**src/rtl/fwd_scoreboard.sv**
```systemverilog
// Decode-side forwarding scoreboard: tracks in-flight writers, registers EX operand selects, raises load-use stalls.
// Optional FWD_SCOREBOARD_STATS_EN adds saturating stall / forward counters.
module fwd_scoreboard #(
  parameter int NUM_SRC    = 2,
  parameter int FWD_STAGES = 3,
  parameter int LOAD_LAT   = 1,
  parameter int SELW       = $clog2(FWD_STAGES)
) (
  input  logic                      clk,
  input  logic                      rst,
  input  logic                      id_valid,
  input  logic [NUM_SRC*5-1:0]      id_rs,
  input  logic [4:0]                id_rd,
  input  logic                      id_regs_write,
  input  logic                      id_mem2reg,
  input  logic                      flush,
  output logic                      id_stall,
  output logic [NUM_SRC*SELW-1:0]   ex_fwd_sel
`ifdef FWD_SCOREBOARD_STATS_EN
  ,
  output logic [31:0]               stat_stall_cnt,
  output logic [31:0]               stat_fwd_cnt
`endif
);

  typedef struct packed {
    logic       valid;
    logic [4:0] rd;
    logic       rw;
    logic       ld;
  } tag_t;

  tag_t [FWD_STAGES-1:0]     tag_q;
  tag_t [FWD_STAGES-1:0]     tag_d;
  logic [NUM_SRC*SELW-1:0]   sel_q;
  logic [NUM_SRC*SELW-1:0]   sel_d;
  logic [NUM_SRC*SELW-1:0]   match_sel;
  logic [NUM_SRC-1:0]        ld_hit;
  logic                      accept;

  // Scan oldest to youngest so the youngest visible match overwrites.
  always_comb begin
    match_sel = '0;
    ld_hit    = '0;
    for (int i = 0; i < NUM_SRC; i++) begin
      for (int j = FWD_STAGES - 2; j >= 0; j--) begin
        if (tag_q[j].valid && tag_q[j].rw &&
            tag_q[j].rd != 5'd0 &&
            tag_q[j].rd == id_rs[5*i +: 5]) begin
          match_sel[SELW*i +: SELW] = SELW'(j + 1);
          ld_hit[i] = tag_q[j].ld && (j < LOAD_LAT);
        end
      end
    end
  end

  assign id_stall = id_valid && !flush && !rst && (|ld_hit);
  assign accept   = id_valid && !id_stall && !flush;

  always_comb begin
    tag_d = '0;
    if (accept) begin
      tag_d[0].valid = 1'b1;
      tag_d[0].rd    = id_rd;
      tag_d[0].rw    = id_regs_write;
      tag_d[0].ld    = id_mem2reg;
    end
    for (int k = 1; k < FWD_STAGES; k++) begin
      tag_d[k] = tag_q[k-1];
    end
    sel_d = accept ? match_sel : '0;
  end

  always_ff @(posedge clk) begin
    if (rst) begin
      tag_q <= '0;
      sel_q <= '0;
    end else begin
      tag_q <= tag_d;
      sel_q <= sel_d;
    end
  end

  assign ex_fwd_sel = sel_q;

`ifdef FWD_SCOREBOARD_STATS_EN
  logic [31:0] stall_cnt_q;
  logic [31:0] stall_cnt_d;
  logic [31:0] fwd_cnt_q;
  logic [31:0] fwd_cnt_d;
  logic [31:0] nz_cnt;
  logic [32:0] fwd_sum;

  always_comb begin
    nz_cnt = '0;
    for (int i = 0; i < NUM_SRC; i++) begin
      nz_cnt = nz_cnt + 32'(|sel_d[SELW*i +: SELW]);
    end
    fwd_sum     = {1'b0, fwd_cnt_q} + {1'b0, nz_cnt};
    fwd_cnt_d   = fwd_sum[32] ? 32'hFFFF_FFFF : fwd_sum[31:0];
    stall_cnt_d = stall_cnt_q;
    if (id_stall && stall_cnt_q != 32'hFFFF_FFFF) begin
      stall_cnt_d = stall_cnt_q + 32'd1;
    end
  end

  always_ff @(posedge clk) begin
    if (rst) begin
      stall_cnt_q <= '0;
      fwd_cnt_q   <= '0;
    end else begin
      stall_cnt_q <= stall_cnt_d;
      fwd_cnt_q   <= fwd_cnt_d;
    end
  end

  assign stat_stall_cnt = stall_cnt_q;
  assign stat_fwd_cnt   = fwd_cnt_q;
`endif

endmodule

```
**config.mk**
```make
export PLATFORM = sky130hd
export DESIGN_NAME = fwd_scoreboard
export DESIGN_NICKNAME = d
export VERILOG_FILES = /design/src/rtl/fwd_scoreboard.sv
export SDC_FILE = /design/constraint.sdc
export NUM_CORES = 1
export LEC_CHECK = 0
export CAP_MARGIN = 20
export CORE_MARGIN = 5
export CORE_UTILIZATION = 44
export CTS_CLUSTER_SIZE = 40
export DETAILED_ROUTE_END_ITERATION = 16
export GPL_TIMING_DRIVEN = 0
export PLACE_DENSITY = 0.76
export REMOVE_ABC_BUFFERS = 1
export SLEW_MARGIN = 30
export SYNTH_ARGS = -nofsm -noshare
export SYNTH_HDL_FRONTEND = slang
export SYNTH_SLANG_ARGS = --single-unit
```
**constraint.sdc**
```tcl
create_clock -name clk -period 3.6 [get_ports clk]
set_clock_uncertainty 0.05 [all_clocks]
set_input_delay 1.08 -clock clk [delete_from_list [all_inputs] [get_ports clk]]
set_output_delay 1.08 -clock clk [all_outputs]
set_load 0.01 [all_outputs]
```
======== After elaboration in Yosys (flattened, before gate mapping) ========
Index checks and enable logic that the tools add are counted.
cells by class
  eq/ne operators ......................... 4
  bitwise operators ....................... 1
  muxes and demuxes ....................... 7
  reduce and logical (&&, ||, !) cells .... 22
operators by type and width
  operator            number
  5-bit == test       4
  1-bit logical AND   13
  5-bit nonzero test  2
  8-bit 2-to-1 mux    1
  3-bit OR reduction  2
  1-bit 2-to-1 mux    4
  2-bit 2-to-1 mux    2
  2-bit OR reduction  2
  1-bit logical NOT   3
  1-bit NOT           1
storage, ports and cells
  output and inout bits ................... 5
  bits in registers ....................... 19
  logic and storage cells ................. 44

======== Logic depth before layout (Yosys ltp) ========
  depth in word-level cells ............... 11
  mapped depth ............................ 5
  gate-level depth less buffers ........... 5

======== Worst setup path after synthesis ========
Ideal clock, no wire load.
  path type ............................... input-to-output
  start ................................... input port id_rs[8]
  end ..................................... output port id_stall
  arrival time ............................ 2.177 ns
  stages on the path ...................... 5
  path slack .............................. 0.293 ns
  buffers on the path ..................... 0
  cells stage by stage .................... xor2_1 > nor3_1 > nand3_1 > a211oi_2 > and2_1
on the way
  longest elaborated chain between the ends .. 5
RTL lines
  element             RTL line  source
  start, declared     12        input logic [NUM_SRC*5-1:0] id_rs,
  5-bit == test       49        tag_q[j].rd == id_rs[5*i +: 5]) begin
  1-bit logical AND   48        tag_q[j].rd != 5'd0 &&
  1-bit 2-to-1 mux    47        if (tag_q[j].valid && tag_q[j].rw &&
  2-bit OR reduction  57        assign id_stall = id_valid && !flush && !rst && (|ld_hit);
  1-bit logical AND   57
  end, declared       17        output logic id_stall,
No other way between the ends.

======== Worst setup path after layout ========
  start ................................... input port id_rs[0]
  end ..................................... output port id_stall
The elaborated chain is that of the path after synthesis.

==> summary.md <==
| Metric | Value |
|---|---|
| Status | completed |
| Share of cells above drive strength 1 | 12.8% |
| Vias | 697 |
| Hold Startpoint | tag_d[9]$_SDFF_PP0_ |
| Post-synth EDFFs | 0 |
| Reg2reg end | ex_fwd_sel[3]$_SDFF_PP0_ |
| Synth area leaders | dfxtp_1, xor2_1, xnor2_1 |
| First-pass detailed-route iteration total | 4 |
| Leading area contributor after synthesis | dfxtp_1 |
| CP arrival | 2.39 ns |
| Area Growth Syn to Fin | 42.6% |
| Overflow after GRT | 0 |
| Max_cap viols | 0 |
| Hold path depth | 1 |
| Largest net degree at the start of global routing | 11 |
| Clock slew at reported path FFs | 0.10 ns |
| Clk buf depth | 2 |
| Global Route Usage Sum | 14.4% |
| CP bufs+invs | 2 |
| Syn. warnings | 0 |
| Final worst-path cycle share | 97.9% |
| ANT cells | 0 |
| Setup CP Type | input pin to primary output |
| Top cell type's share of synthesized area | 46.3% |
| Clk_lat worst skew | 0.29 ns |
| DRC | 0 |
| Power Density | 317 nW/um2 |
| Initial antenna violation count | 0 |
| DR iter-0 viols | 10 |
| Top Family by Delay on Critical Path | buffers and inverters |
| Sink Count | 19 |
| Final GP Congestion | 0.805 |
| Top-count cell post-synth | dfxtp_1 |
| Post-synth cell types | 18 |
| Final setup TNS | 0 ns |
| Layout Nets | 139 |
| Synth Register Bits | 19 |
| Mapped Area | 822 um2 |
| RSZ-0062 raised after global routing | no |
| Tmin final | 3.52 ns |
| Maximum VDD drop | 214 uV |
| Main synth FF type | dfxtp_1 |
| Wire length per cell | 12.9 um |
| Buffers on Ports | 25 |
| Fillers | 137 |
| Worst min path class | flip-flop to flip-flop |
| Row Count | 15 |
| CTS tree | done |
| Max stage delay on crit path | 0.51 ns |
| Asr flop ratio synth | 0% |
| DP HPWL | 1400 um |
| Mapped Cells | 86 |
| Number of cells on the worst reg-to-reg path | 4 |
| Number of buffers created by CTS | 3 |
| Post-placement cell area | 1100 um2 |
| Ports | 26 |
| Core Area | 1750 um2 |
| Worst Tran Pin Value | 0.503 ns |
| Leakage | 0.470 nW |
| Tot Pwr | 371 uW |
| Rel. slew slack | 65.6% |
| Register area share after synthesis | 46.3% |
| H-tree Lvls | 1 |
| First-pass GRT wire length | 2860 um |
| Die X | 53.2 um |
| Syn avg cell area | 9.56 um2 |
| Root buf cell | clkbuf_4 |
| Crit. End Element | primary output |
| Starting Density | 47.1% |
| Area of the die | 2830 um2 |
| Chip height | 53.2 um |
| R2R Setup Slk | 1.59 ns |
| Startpoint types | input pin |
| DP Worst Slack | -0.948 ns |
| Post-synth top cells | dfxtp_1, xor2_1, nor2_1, nand2_1, xnor2_1 |
| F_max | 284 MHz |
| Final hold vios | 0 |
| Final WL | 1830 um |
| Worst Path Required | 2.47 ns |
| RR Startpoint | tag_d[11]$_SDFF_PP0_ |
| Final setup fails | 0 |
| Min setup slack post-route | 0.0767 ns |
| Core Util, Final | 67.2% |
| Post-route ant nets | 0 |
| Vias in the first global route | 688 |
| Via density | 4.91 |
| Crit path max fanout | 2 |
| Endpoint, Worst Hold | tag_d[17]$_SDFF_PP0_ |
| Design area | 1170 um2 |
| Critical path, cell by cell | clkdlybuf4s50_1 -> xnor2_1 -> nand3_2 -> a211oi_4 -> and2_1 -> buf_2 |
| Final slew viol count | 0 |
| CP max-delay cell | clkdlybuf4s50_1 |
[logic make-up (layout without fill, tap and decap cells)]
group	after synthesis	after routing	synth area share [%]
AND/OR/NAND/NOR	40	40	24.2
flip-flops	19	19	46.3
buffers and inverters	2	33	0.912
XOR/XNOR	20	20	21.3
AO/OA/AOI/OAI	5	5	7.31
[worst max path at each step]
stage | start | to | cells past startpoint | slack, ns
6_report | id_rs[0] | id_stall | 6 | 0.08
5_1_grt | id_rs[0] | id_stall | 6 | 0.007
4_1_cts | id_rs[1] | id_stall | 7 | 0.01
3_5_place_dp | id_rs[8] | id_stall | 7 | -0.95
3_3_place_gp | id_rs[8] | id_stall | 7 | -0.88
2_1_floorplan | id_rs[8] | id_stall | 5 | 0.29
[placed cells by master (no fill, tap or decap), drive strengths merged]
master         netlist  routed
clkbuf               0       4
xor2                12      12
and2                 2       2
nor3                 4       4
inv                  1       1
clkdlybuf4s15        0       3
o211ai               1       1
dlygate4sd2          0       4
buf                  1       4
dlymetal6s2s         0       2
o2111ai              1       1
nor2                11      11
nor2b                7       7
or4                  2       2
nand2                8       8
nand3                4       4
xnor2                8       8
a211oi               1       1
clkdlybuf4s50        0      15
dfxtp               19      19
nor4                 2       2
a2111oi              2       2
[what timing repair did]
item,in CTS,in global routing
buffers inserted,3,0
setup endpoints to repair,1,1
pin swaps,6,5
resized for setup,16,6
hold buffers,0,0
[routing by layer]
layer | vias up | global-route usage [%] | part of all wire (%)
met5 | - | 0 | 0
met4 | 0 | 5.11 | 0.71
met3 | 2 | 3.94 | 7.5
met2 | 29 | 26.5 | 51
met1 | 319 | 15.4 | 41
li1 | 347 | - | -
[power by group]
part,leakage (nW),switching [mW],total [mW],internal [mW]
Combinational,0.301,0.0202,0.0505,0.0302
Sequential,0.154,0.00465,0.219,0.214
Clock,0.0150,0.0592,0.102,0.0430
Total,0.470,0.0841,0.371,0.287
[worst reg2reg max path, cell delays in order (launching register included)]
cell       delay, ns
dfxtp_1         0.36
or4_4           0.56
o211ai_4        0.26
nor2_1          0.10
a2111oi_0       0.53
[state kept, by name (all words and copies together) (netlist names)]
name        flops
tag_d          15
ex_fwd_sel      4
[area by class of cell]
cell class                      count  area [um2]  area share, %
Inverter                            1        3.75          0.320
Sequential cell                    19         380           32.4
Clock buffer                        4        26.3           2.24
Multi-Input combinational cell     65         463           39.5
Tap cell                           25        31.3           2.67
Timing Repair Buffer               28         268           22.8
[through the flow]
stage / hold WS [ns] / std cells
finish: 0.464 / 142
floorplan: 0.408 / 85
global placement: 0.433 / 135
global route: 0.482 / 142
detailed placement: 0.444 / 135
CTS: 0.461 / 142
Power figures use the tool's default switching activity.
